File: src/rtl/bf16_pkg.sv
// Shared constants and types for the BF16 FMA command controller:
// opcode encodings, FSM state enum, queued command layout and the canonical qNaN.
package bf16_pkg;

   localparam logic [3:0] OP_FMADD  = 4'b0111;
   localparam logic [3:0] OP_FMSUB  = 4'b1000;
   localparam logic [3:0] OP_FNMSUB = 4'b1010;
   localparam logic [3:0] OP_FNMADD = 4'b1001;
   localparam logic [3:0] OP_ADD    = 4'b0100;
   localparam logic [3:0] OP_SUB    = 4'b0110;
   localparam logic [3:0] OP_MUL    = 4'b0101;

   localparam logic [15:0] BF16_QNAN = 16'h7FC0;
   localparam logic [3:0]  FPCSR_NV  = 4'b1000;

   typedef enum logic [1:0] {
      ST_IDLE  = 2'd0,
      ST_ISSUE = 2'd1,
      ST_WAIT  = 2'd2,
      ST_DONE  = 2'd3
   } state_e;

   typedef struct packed {
      logic [3:0]  op;
      logic [15:0] a;
      logic [15:0] b;
      logic [15:0] c;
      logic [1:0]  tag;
   } cmd_t;

   localparam int CMD_W = $bits(cmd_t);

   function automatic logic is_legal_op(input logic [3:0] op);
      case (op)
         OP_FMADD, OP_FMSUB, OP_FNMSUB, OP_FNMADD,
         OP_ADD, OP_SUB, OP_MUL: is_legal_op = 1'b1;
         default:                is_legal_op = 1'b0;
      endcase
   endfunction

endpackage

File: src/rtl/bf16_cmd_fifo.sv
// Power-of-two deep command queue; pointers wrap naturally, count tracks occupancy.
// Push is ignored when full and pop when empty, so callers may gate loosely.
module bf16_cmd_fifo #(
   parameter int DEPTH = 4,
   parameter int WIDTH = 54
) (
   input  logic             clk,
   input  logic             reset,
   input  logic             push,
   input  logic [WIDTH-1:0] wr_data,
   input  logic             pop,
   output logic [WIDTH-1:0] rd_data,
   output logic             full,
   output logic             empty
);

   localparam int AW = (DEPTH > 1) ? $clog2(DEPTH) : 1;
   localparam logic [AW:0] FULL_CNT = (AW+1)'(DEPTH);

   logic [WIDTH-1:0] mem_q [DEPTH];
   logic [AW-1:0]    wr_ptr_q, wr_ptr_d;
   logic [AW-1:0]    rd_ptr_q, rd_ptr_d;
   logic [AW:0]      count_q, count_d;
   logic             do_push, do_pop;

   assign full    = (count_q == FULL_CNT);
   assign empty   = (count_q == '0);
   assign do_push = push && !full;
   assign do_pop  = pop && !empty;
   assign rd_data = mem_q[rd_ptr_q];

   always_comb begin
      wr_ptr_d = wr_ptr_q;
      rd_ptr_d = rd_ptr_q;
      count_d  = count_q;
      if (do_push) begin
         wr_ptr_d = wr_ptr_q + AW'(1);
      end
      if (do_pop) begin
         rd_ptr_d = rd_ptr_q + AW'(1);
      end
      case ({do_push, do_pop})
         2'b10:   count_d = count_q + (AW+1)'(1);
         2'b01:   count_d = count_q - (AW+1)'(1);
         default: count_d = count_q;
      endcase
   end

   always_ff @(posedge clk or posedge reset) begin
      if (reset) begin
         wr_ptr_q <= '0;
         rd_ptr_q <= '0;
         count_q  <= '0;
      end else begin
         wr_ptr_q <= wr_ptr_d;
         rd_ptr_q <= rd_ptr_d;
         count_q  <= count_d;
      end
   end

   // Storage needs no reset: an entry is only read after it has been written.
   always_ff @(posedge clk) begin
      if (do_push) begin
         mem_q[wr_ptr_q] <= wr_data;
      end
   end

endmodule

File: src/rtl/bf16_fma_ctrl.sv
// Sequences queued BF16 FMA commands through an external datapath, one at a time,
// returning responses in order and accumulating sticky exception flags.
module bf16_fma_ctrl
   import bf16_pkg::*;
#(
   parameter int FIFO_DEPTH  = 4,
   parameter int FMA_LATENCY = 1
) (
   input  logic        clk,
   input  logic        reset,
   input  logic        cmd_valid,
   output logic        cmd_ready,
   input  logic [3:0]  cmd_op,
   input  logic [15:0] cmd_a,
   input  logic [15:0] cmd_b,
   input  logic [15:0] cmd_c,
   input  logic [1:0]  cmd_tag,
   output logic        rsp_valid,
   input  logic        rsp_ready,
   output logic [15:0] rsp_result,
   output logic [3:0]  rsp_fpcsr,
   output logic [1:0]  rsp_tag,
   output logic        fma_enable,
   output logic [15:0] fma_operand_a,
   output logic [15:0] fma_operand_b,
   output logic [15:0] fma_operand_c,
   output logic [3:0]  fma_operation,
   input  logic [15:0] fma_result,
   input  logic [3:0]  fma_fpcsr,
   output logic [3:0]  sticky_fpcsr,
   input  logic        sticky_clear,
   output logic        busy,
   output state_e      dbg_state
);

   localparam int CNT_W = (FMA_LATENCY > 1) ? $clog2(FMA_LATENCY) : 1;
   localparam logic [CNT_W-1:0] CNT_LOAD = CNT_W'(FMA_LATENCY - 1);

   // Both channels: a transfer happens on a rising edge where valid && ready;
   // valid and its payload stay stable until that edge, ready never waits on valid.

   logic       fifo_full, fifo_empty, fifo_pop;
   logic [CMD_W-1:0] fifo_rd_data;
   cmd_t       head;

   state_e     state_q, state_d;
   logic [CNT_W-1:0] cnt_q, cnt_d;
   logic [15:0] opa_q, opa_d, opb_q, opb_d, opc_q, opc_d;
   logic [3:0]  op_q, op_d;
   logic [1:0]  tag_q, tag_d;
   logic        fma_en_q, fma_en_d;
   logic [15:0] rsp_result_q, rsp_result_d;
   logic [3:0]  rsp_fpcsr_q, rsp_fpcsr_d;
   logic [1:0]  rsp_tag_q, rsp_tag_d;
   logic [3:0]  sticky_q, sticky_d;
   logic        capture;
   logic [3:0]  cap_fpcsr;

   bf16_cmd_fifo #(
      .DEPTH (FIFO_DEPTH),
      .WIDTH (CMD_W)
   ) u_cmd_fifo (
      .clk     (clk),
      .reset   (reset),
      .push    (cmd_valid),
      .wr_data ({cmd_op, cmd_a, cmd_b, cmd_c, cmd_tag}),
      .pop     (fifo_pop),
      .rd_data (fifo_rd_data),
      .full    (fifo_full),
      .empty   (fifo_empty)
   );

   assign head = cmd_t'(fifo_rd_data);

   always_comb begin
      state_d      = state_q;
      cnt_d        = cnt_q;
      opa_d        = opa_q;
      opb_d        = opb_q;
      opc_d        = opc_q;
      op_d         = op_q;
      tag_d        = tag_q;
      fma_en_d     = 1'b0;
      rsp_result_d = rsp_result_q;
      rsp_fpcsr_d  = rsp_fpcsr_q;
      rsp_tag_d    = rsp_tag_q;
      fifo_pop     = 1'b0;
      capture      = 1'b0;
      cap_fpcsr    = 4'b0000;

      case (state_q)
         ST_IDLE: begin
            if (!fifo_empty) begin
               fifo_pop = 1'b1;
               opa_d    = head.a;
               opb_d    = head.b;
               opc_d    = head.c;
               op_d     = head.op;
               tag_d    = head.tag;
               if (is_legal_op(head.op)) begin
                  state_d  = ST_ISSUE;
                  fma_en_d = 1'b1;
               end else begin
                  // Illegal opcodes never reach the datapath; answer with invalid-op qNaN.
                  state_d      = ST_DONE;
                  rsp_result_d = BF16_QNAN;
                  rsp_fpcsr_d  = FPCSR_NV;
                  rsp_tag_d    = head.tag;
                  capture      = 1'b1;
                  cap_fpcsr    = FPCSR_NV;
               end
            end
         end
         ST_ISSUE: begin
            cnt_d   = CNT_LOAD;
            state_d = ST_WAIT;
         end
         ST_WAIT: begin
            if (cnt_q == '0) begin
               state_d      = ST_DONE;
               rsp_result_d = fma_result;
               rsp_fpcsr_d  = fma_fpcsr;
               rsp_tag_d    = tag_q;
               capture      = 1'b1;
               cap_fpcsr    = fma_fpcsr;
            end else begin
               cnt_d = cnt_q - CNT_W'(1);
            end
         end
         ST_DONE: begin
            if (rsp_ready) begin
               state_d = ST_IDLE;
            end
         end
         default: state_d = ST_IDLE;
      endcase

      // A clear that coincides with a capture keeps only the new flags.
      if (sticky_clear) begin
         sticky_d = cap_fpcsr;
      end else begin
         sticky_d = sticky_q | cap_fpcsr;
      end
   end

   always_ff @(posedge clk or posedge reset) begin
      if (reset) begin
         state_q      <= ST_IDLE;
         cnt_q        <= '0;
         opa_q        <= '0;
         opb_q        <= '0;
         opc_q        <= '0;
         op_q         <= '0;
         tag_q        <= '0;
         fma_en_q     <= 1'b0;
         rsp_result_q <= '0;
         rsp_fpcsr_q  <= '0;
         rsp_tag_q    <= '0;
         sticky_q     <= '0;
      end else begin
         state_q      <= state_d;
         cnt_q        <= cnt_d;
         opa_q        <= opa_d;
         opb_q        <= opb_d;
         opc_q        <= opc_d;
         op_q         <= op_d;
         tag_q        <= tag_d;
         fma_en_q     <= fma_en_d;
         rsp_result_q <= rsp_result_d;
         rsp_fpcsr_q  <= rsp_fpcsr_d;
         rsp_tag_q    <= rsp_tag_d;
         sticky_q     <= sticky_d;
      end
   end

   assign cmd_ready     = !fifo_full;
   assign rsp_valid     = (state_q == ST_DONE);
   assign rsp_result    = rsp_result_q;
   assign rsp_fpcsr     = rsp_fpcsr_q;
   assign rsp_tag       = rsp_tag_q;
   assign fma_enable    = fma_en_q;
   assign fma_operand_a = opa_q;
   assign fma_operand_b = opb_q;
   assign fma_operand_c = opc_q;
   assign fma_operation = op_q;
   assign sticky_fpcsr  = sticky_q;
   assign busy          = (state_q != ST_IDLE) || !fifo_empty;
   assign dbg_state     = state_q;

endmodule

File: config.mk
export PLATFORM = sky130hd
export DESIGN_NAME = bf16_fma_ctrl
export DESIGN_NICKNAME = d
export VERILOG_FILES = /design/src/rtl/bf16_pkg.sv /design/src/rtl/bf16_cmd_fifo.sv /design/src/rtl/bf16_fma_ctrl.sv
export SDC_FILE = /design/constraint.sdc
export NUM_CORES = 1
export LEC_CHECK = 0
export ABC_AREA = 1
export CORE_ASPECT_RATIO = 1.2
export CORE_MARGIN = 2
export CORE_UTILIZATION = 35
export DETAILED_ROUTE_END_ITERATION = 6
export SETUP_SLACK_MARGIN = 0.02
export SLEW_MARGIN = 20
export SYNTH_ARGS = -nofsm -noshare
export SYNTH_HDL_FRONTEND = slang
export SYNTH_SLANG_ARGS = --single-unit
File: constraint.sdc
create_clock -name clk -period 3.2 [get_ports clk]
set_clock_uncertainty 0.1 [all_clocks]
set_input_delay 0.8 -clock clk [delete_from_list [all_inputs] [get_ports clk]]
set_output_delay 0.8 -clock clk [all_outputs]
set_load 0.02 [all_outputs]
Yosys cells after proc, flatten, opt, wreduce, memory -nomap -nowiden:

Memory sizes are Yosys's and may differ from the RTL's.
Cells that the tools add are included.

* word-level logic and storage cells: 90
* output and inout port bits: 84
* input bits: 79
* bits in writable memories: 216
* memories: 1
* flip-flop bits (word level): 91

Memory list
* u_cmd_fifo.mem_q: depth 4, bits a word 54, rd ports 1, clocked after memory_dff 0, write ports 1, RTL line bf16_cmd_fifo.sv:20 `logic [WIDTH-1:0] mem_q [DEPTH];`

* reduce and logical (&&, ||, !) cells: 15
* add/subtract/negate cells: 5
* mux-type cells: 35
* bitwise gates (word level): 2
* equal/unequal tests: 17

Operator list (count)
* 2-to-1 mux 16 bit: 3
* case mux 16 bit (2 select lines): 1
* 2-to-1 mux 4 bit: 7
* == test 4 x 3 -> 1 bit, second input constant: 4
* case mux 4 bit (2 select lines): 2
* 2-to-1 mux 2 bit: 7
* == test 4 bit, second input constant: 3
* 2-to-1 mux 1 bit: 11
* case mux 2 bit (4 select lines): 1
* nonzero test 2 bit: 4
* OR reduction 7 bit: 1
* == test 2 bit, second input constant: 3
* != test 2 bit, second input constant: 3
* case mux 3 bit (2 select lines): 1
* adder 2 x 1 -> 2 bit, second input constant: 2
* == test 2 x 1 -> 1 bit, second input constant: 2
* bitwise OR 4 bit: 1
* case mux 2 bit (2 select lines): 1
* AND reduction 4 bit: 1
* adder 3 x 1 -> 3 bit, second input constant: 1
* == test 3 bit, second input constant: 1
* zero test 3 bit: 1
* AND reduction 3 bit: 1
* subtractor 3 x 1 -> 3 bit, second input constant: 1
* other kinds (9): 11

Logic depth before layout (Yosys ltp):

Gate-level depths: netlist of run 1.
An unclocked memory read counts as a cell.

* depth after elaboration: 11
* gate-level depth with buffers: 12
* mapped depth without buffers: 10

Modules after synthesis:

From an unflattened synthesis of run 1, not the netlist that was laid out.

* cell total of the unflattened synthesis: 1106
* area, all modules: 13017.5 µm²

By module, submodules not included
* bf16_cmd_fifo: area an instance 9556.7 µm², times used 1, sequential area each 6661.4 µm², cells an instance 691
* bf16_fma_ctrl: area an instance 3460.8 µm², times used 1, sequential area each 2077.0 µm², cells an instance 415

Worst setup path after synthesis of run 1:

Ideal clock, no wire load.

* path type: input port to flip-flop
* start point: input port cmd_valid
* end point: memory u_cmd_fifo.mem_q[0][0], enable pin
* setup time: 466 ps
* path buffers: 0
* stages: 2
* data required time: 2634 ps
* arrival: 3252 ps
* path slack: -618 ps
* cell sequence: nand2_1 -> nor2_1

* cells in the longest elaborated chain, start to end: 3

Ends and longest elaborated chain
* start, declared: RTL line bf16_fma_ctrl.sv:11 `input logic cmd_valid,`
* logical AND 1 bit: RTL line bf16_cmd_fifo.sv:28 `assign do_push = push && !full;`
* 2-to-1 mux 1 bit: RTL line bf16_cmd_fifo.sv:63 `if (do_push) begin`
* 2-to-1 mux 1 bit (implied by the code): RTL line bf16_cmd_fifo.sv:64 `mem_q[wr_ptr_q] <= wr_data;`
* end, declared: RTL line bf16_cmd_fifo.sv:20

Every way passes these cells.

Worst setup path after layout of run 1:

* start point: register u_cmd_fifo.count_q[2]
* end point: output port busy

* cells in the longest elaborated chain, start to end: 3

Ends and longest elaborated chain
* start, declared: RTL line bf16_cmd_fifo.sv:23 `logic [AW:0] count_q, count_d;`
* start signal, assigned: RTL line bf16_cmd_fifo.sv:57 `count_q <= count_d;`
* zero test 3 bit: RTL line bf16_cmd_fifo.sv:27 `assign empty = (count_q == '0);`
* zero test 1 bit: RTL line bf16_fma_ctrl.sv:187 `assign busy = (state_q != ST_IDLE) || !fifo_empty;`
* logical OR 1 bit: RTL line bf16_fma_ctrl.sv:187
* end, declared: RTL line bf16_fma_ctrl.sv:32 `output logic busy,`

Every way passes these cells.

==> results of run 1 <==
logic make-up after synthesis:
family / Yosys count / share of synthesized area [%]
buffers and inverters: 105 / 3.92
AND/OR/NAND/NOR: 406 / 13.5
adder cells (fa/ha/maj): 9 / 1.01
flip-flops: 306 / 73.8
XOR/XNOR: 5 / 0.370
AO/OA/AOI/OAI: 162 / 7.39
per-layer routing:
layer / GRT usage (%) / wire (microns) / vias to the layer above
met5: 0 / 34 / -
met4: 3.21 / 341 / 6
met3: 2.98 / 1850 / 31
met2: 25.5 / 12700 / 231
met1: 20.7 / 12000 / 3710
li1: - / - / 3721
stage by stage:
step	utilization (%)	TNS (ns)	power (mW)
global route	45.6	0	16.7
floorplan	-	-133.58	9.68
global placement	42.2	0	11.9
CTS	45.5	0	15.8
finish	45.6	0	15.6
detailed placement	42.2	0	11.9
synthesized netlist by cell type (all sizes together):
master / count / area share, %
nor2: 251 / 8.0
edfxtp: 216 / 55
nand2: 116 / 3.8
o21ai: 106 / 4.5
dfrtp: 90 / 19
a31oi: 51 / 2.7
inv: 51 / 1.6
nand3: 38 / 1.7
buf: 33 / 1.6
clkbuf: 21 / 0.67
ha: 8 / 0.85
a21oi: 5 / 0.21
xor2: 3 / 0.22
xnor2: 2 / 0.15
fa: 1 / 0.17
nor3: 1 / 0.042
what timing repair did:
| item | in CTS | in global routing |
|---|---|---|
| buffers inserted | 0 | 0 |
| resized for setup | 0 | 1 |
| hold buffers | 0 | 0 |
| setup endpoints to repair | 0 | 1 |
flip-flops by register name, summed over array words and instances, names as in the netlist, 3 cells and up:
signal	count
fma_operand_b	16
rsp_fpcsr	4
fma_operand_a	16
sticky_fpcsr	4
u_cmd_fifo.mem_q	216
fma_operation	4
fma_operand_c	16
u_cmd_fifo.count_q	3
rsp_result	16
layout make-up:
type                            count  area (sq um)  area share (%)
Inverter                           51           196            1.30
Clock buffer                       37           828            5.47
Multi-Input combinational cell    582          2680            17.7
Sequential cell                   306          8740            57.7
Tap cell                          450           563            3.72
Clock inverter                     21           270            1.78
Timing Repair Buffer              183          1870            12.3
where the power goes:
group / total [mW] / internal, mW / leakage [nW] / switching, mW
sequential: 6.02 / 5.46 / 3.02 / 0.560
clock: 3.83 / 2.33 / 0.541 / 1.50
combinational: 5.75 / 2.17 / 2.15 / 3.59
path summary, 6_finish.rpt:
| check | endpoint | cells past startpoint |
|---|---|---|
| min in group asynchronous | fma_operand_b[15]$_DFFE_PP0P_ | 2 |
| max | busy | 3 |
| min reg2reg | sticky_fpcsr[0]$_DFF_PP0_ | 2 |
| max in group asynchronous | rsp_result[15]$_DFFE_PP0P_ | 3 |
| max reg2reg | rsp_result[11]$_DFFE_PP0P_ | 10 |
| min | sticky_fpcsr[0]$_DFF_PP0_ | 2 |
critical path, cell delays in order (launching register included):
cell and delay [ns]:
dfrtp_1 0.42, nor3_2 0.32, nand2_1 0.15, clkdlybuf4s50_1 0.57
cell usage in the layout (no fill, tap or decap), types with 8 or more instances in the layout:
cell type and instances:
clkbuf_16 31, dfrtp_1 88, nand3_1 37, buf_4 14, inv_1 47, clkinv_2 11, nand2_1 114, o21ai_0 106
clkdlybuf4s50_1 162, ha_1 8, a31oi_1 51, edfxtp_1 216, nor2_1 245
==> results.yml, run 1 <==
clock_network:
  cts_buffers: 31
  cts_max_level: 1
  clk_pin_slew_ns: 0.06
  cts.sinks: 306
  cts_max_path_buffers: 3
  cts_tree: "done"
  clk_latency_ns: 0.56
  clock-root-buffer: "clkbuf_16"
cells_and_area:
  fin_cells: 1630
  antenna_cells: 0
  design_area_sq_um: 15100
  area_growth_pct: 27.9
  fillCellCount: 3058
  nets: 1243
  final_layout_size_suffix_gt1_share_pct: 7.80
sta:
  holdWs_ns: 0.383
  finalCritPeriodShare_pct: 91.1
  slew_headroom_pct: 44.7
  setup_ws_ns: 0.285
  report.final.setup_viol: 0
  fmax_ghz: 0.343
  worstMarginPinSlew_ns: 0.829
  rsz0062_at_grt: "no"
  period_minus_slack_ns: 2.92
  maxSlewViolCount: 0
  hold_viol_final: 0
floorplanning:
  start_util_pct: 35.6
  rows: 73
  die_x_microns: 172
  ios: 163
  die_h_microns: 205
  dieArea_sq_um: 35300
  core_sq_um: 33200
power_and_ir_drop:
  ir_drop_mv: 0.588
  leakage_nw: 5.71
  powerDensity_nw_per_um2: 1030
setup_path:
  cp_max_fo: 3
  reg2reg_slack_ns: 0.79
  cp.required_ns: 2.30
  path_class: "flop to output port"
  critPathLaunchType: "flop"
  cp-end-kind: "output port"
  critPathLaunch: "u_cmd_fifo.count_q[2]$_DFFE_PP0P_"
  reg2reg_from: "u_cmd_fifo.rd_ptr_q[0]$_DFFE_PP0P_"
  arrival_ns: 2.02
place:
  place_inst: 1572
  dpl_cell_area_sq_um: 14000
  gp_congestion: 0.748
  place_ws_ns: 0.473
  io_buffer_count: 162
  hpwl_mm: 16.6
routing:
  routed_wl_mm: 26.9
  drtPass1Iterations: 5
  ant_nets: 0
  dr_total_vias: 7699
  drcViolationCount: 0
  vias_per_cell: 4.72
  wl_per_cell_microns: 16.5
  drt_first_iter_violations: 488
synth:
  ys_seq_elements: 306
  synthCells: 993
  ys_warn_count: 0
  synth_nets: 1081
  synth_seq_area_share_pct: 73.8
  syn_area_per_cell_sq_um: 11.9
  synth_cell_types: 24
  syn_area_sq_um: 11800
min_path:
  min_from: "sticky_fpcsr[0]$_DFF_PP0_"
  hold_class: "flop to flop"
run:
  drv_cap: 0
grt:
  antenna_found_initial: 3
  grt_max_degree: 77
  track_usage_pct: 15.2
  grt_pass1_wl_mm: 41.9
  overflow: 0
  grt_pass1_vias: 7657
status:
  status: "finished clean"
(Power assumes the default switching activity.)
==> run 2, diff against run 1 <==
SKIP_LAST_GASP = 1   (was not set)
==> results of run 2 <==
Same layout as run 1: the final DEF is identical, and so are final timing and power.
==> run 3, diff against run 2 <==
ABC_AREA = not set   (was 1)
SLEW_MARGIN = not set   (was 20)
==> run 3 against run 2 <==
Area after synthesis decreased by 3.9%. Critical path depth increased by 1. Non-clock buffer count decreased by 9. Via count decreased by 23%. Count of clock-buffer cells in the layout increased by 11. Die area decreased by 3.8%. Sequential power decreased by 2%. Wire length decreased by 12%. Critical endpoint unchanged. Largest power group unchanged.
==> results.yml, run 3 <==
status:
  status: "finished clean"
sta:
  rsz0062_at_grt: "no"
  fmax_ghz: 0.338
  report.final.setup_viol: 0
  hold_viol_final: 0
  period_minus_slack_ns: 2.96
  final.setup.tns_ns: 0
  slew_headroom_pct: 48.4
  worstMarginPinSlew_ns: 0.774
  finalCritPeriodShare_pct: 92.4
  maxSlewViolCount: 0
synth:
  synth_seq_area_share_pct: 76.8
  yosys.area_share.simple_pct: 6.66
  synthAdderAreaFrac_pct: 1.06
  ys_async_sr_fraction_pct: 29.4
  ys_warn_count: 0
  synth_cell_types: 34
  synth_edf_count: 216
  synth-xor-area-share_pct: 0.462
  ys_seq_elements: 306
  yosys-top-cells-count: "edfxtp_1, nand2_1, dfrtp_1"
  yosys_most_used_dff: "edfxtp_1"
  synth_compound_area_share_pct: 2.69
  syn_area_sq_um: 11400
  synth_top_area_share_pct: 57.0
  synthMuxAreaShare_pct: 10.9
  yosysMostFrequentCell: "edfxtp_1"
  synth_top_family_by_area: "multiplexers"
  synth_nets: 731
  synthTopCellsByArea: "edfxtp_1, dfrtp_1, mux4_2"
  syn_area_per_cell_sq_um: 17.7
  synthCells: 643
  yosys.area.top_type: "edfxtp_1"
routing:
  ant_nets: 0
  dr_total_vias: 5918
  drtPass1Iterations: 7
  routed_wl_mm: 23.7
  wl_per_cell_microns: 18.9
  drt_first_iter_violations: 269
  vias_per_cell: 4.72
  drcViolationCount: 0
min_path:
  hold_class: "flop to flop"
  min_from: "fma_operation[0]$_DFFE_PP0P_"
  min_path_cells: 2
clock_network:
  clk_pin_slew_ns: 0.06
  cts_max_path_buffers: 3
  cts_tree: "done"
  postCtsResizedCells: 0
  clk_latency_ns: 0.54
  cts_hold_buf: 0
  cts.sinks: 306
  cts_setup_buffers: 0
  cts_buffers: 31
  cts_max_level: 1
  clock-root-buffer: "clkbuf_16"
place:
  hpwl_mm: 13.5
  dpl_cell_area_sq_um: 13600
  gp_congestion: 0.705
  io_buffer_count: 162
setup_path:
  cp.required_ns: 2.30
  cp-end-kind: "output port"
  crit_path_end: "busy"
  cp_max_fo: 7
  path_class: "flop to output port"
  cp_slowest_stage_delay_ns: 0.56
  arrival_ns: 2.06
  slowest_stage: "clkdlybuf4s50_1"
  reg2reg_depth: 5
  reg2reg_slack_ns: 0.60
  critPathLaunch: "dbg_state[0]$_DFFE_PP0P_"
  r2r_end: "rsp_result[0]$_DFFE_PP0P_"
  critPathLaunchType: "flop"
  reg2reg_from: "u_cmd_fifo.rd_ptr_q[0]$_DFFE_PP0P_"
  cp_cell_sequence: "inv_1 > ha_1 > nand2_1 > clkdlybuf4s50_1"
power_and_ir_drop:
  p_int_mw: 9.78
  switchingPower_mw: 4.63
  p_clk_share_pct: 23.9
  ir_drop_mv: 0.471
  powerDensity_nw_per_um2: 989
  sequentialPowerShare_pct: 41.0
  leakage_nw: 5.38
  power_switching_share_pct: 32.1
  combPwrFrac_pct: 35.0
cells_and_area:
  fillCellCount: 2818
  multi_input_area_sq_um: 2500
  design_area_sq_um: 14600
  area_growth_pct: 28.0
  largest_register_ffs: 216
  nets: 910
  antenna_cells: 0
  ff_latch_area_sq_um: 8740
  mostFrequentLayoutCell: "edfxtp_1"
  final_layout_size_suffix_gt1_share_pct: 14.2
  utilization_pct: 45.3
  largest-register: "u_cmd_fifo.mem_q"
  final_cell_mix: "edfxtp_1, nand2_1, clkdlybuf4s50_1"
floorplanning:
  die_x_microns: 169
  dieArea_sq_um: 34000
  core_sq_um: 32200
  ios: 163
  start_util_pct: 35.4
  rows: 72
  die_h_microns: 202
grt:
  track_usage_pct: 14.1
  grt_pass1_vias: 6508
  grt_max_degree: 91
  overflow: 0
  grt_pass1_wl_mm: 37.1
  antenna_found_initial: 0
run:
  drv_cap: 0
## run 3: how the worst min path moves through the flow
stage                     slack, ns                            end
after floorplan                0.35           tag_q[0]$_DFFE_PP0P_
after global placement         0.36  fma_operand_a[11]$_DFFE_PP0P_
after detailed placement       0.36   fma_operand_b[3]$_DFFE_PP0P_
after CTS                      0.38   fma_operation[3]$_DFFE_PP0P_
after global routing           0.40  fma_operand_a[11]$_DFFE_PP0P_
final                          0.37   fma_operation[0]$_DFFE_PP0P_
## run 3: cells by family after synthesis
group	count (synthesis)
AOI/OAI and AO/OA	36
xor gates and xnor gates	6
adders and majority gates	9
buffers and inverters	40
DFF	306
muxes	56
and+or+nand+nor	190
## run 3: cell type report
type	instances	area share, %
multi-input cells	297	17.2
clock buffers	48	6.04
inverters	12	0.335
repair buffers	174	12.3
clock inverters	9	0.653
flip-flops and latches	306	60.0
well taps	407	3.50
## run 3: stage by stage
| step | power (mW) | worst slack (ns) | instances | hold WS [ns] |
|---|---|---|---|---|
| final | 14.4 | 0.243 | 1253 | 0.372 |
| after floorplan | 9.08 | 0.513 | 643 | 0.346 |
| after global routing | 15.3 | 0.130 | 1253 | 0.398 |
| after detailed placement | 11.2 | 0.398 | 1196 | 0.362 |
| after global placement | 11.1 | 0.418 | 1196 | 0.359 |
| after CTS | 14.7 | 0.174 | 1253 | 0.378 |
## run 3: power by group through the flow
stage / Sequential [mW] / Combinational [mW] / Clock [mW]
2_1_floorplan: 6.44 / 2.65 / 0
3_3_place_gp: 5.98 / 5.10 / 0
3_5_place_dp: 6.01 / 5.17 / 0
4_1_cts: 5.94 / 5.18 / 3.57
5_1_grt: 6.05 / 5.54 / 3.73
6_report: 5.91 / 5.05 / 3.45
## run 3: metal layers
metal / GRT usage, % / vias to the layer above / routed length [microns]
met4: 2.92 / 0 / 320
li1: - / 2746 / -
met3: 3.40 / 23 / 1420
met5: 0 / - / 0
met1: 18.2 / 2999 / 10400
met2: 24.4 / 150 / 11600
## run 3: critical path, delay by kind of cell (launching register included)
family        cells  cell delay, ns
fa+ha+maj         1            0.34
buf+inv           2            0.66
simple gates      1            0.10
flops             1            0.41
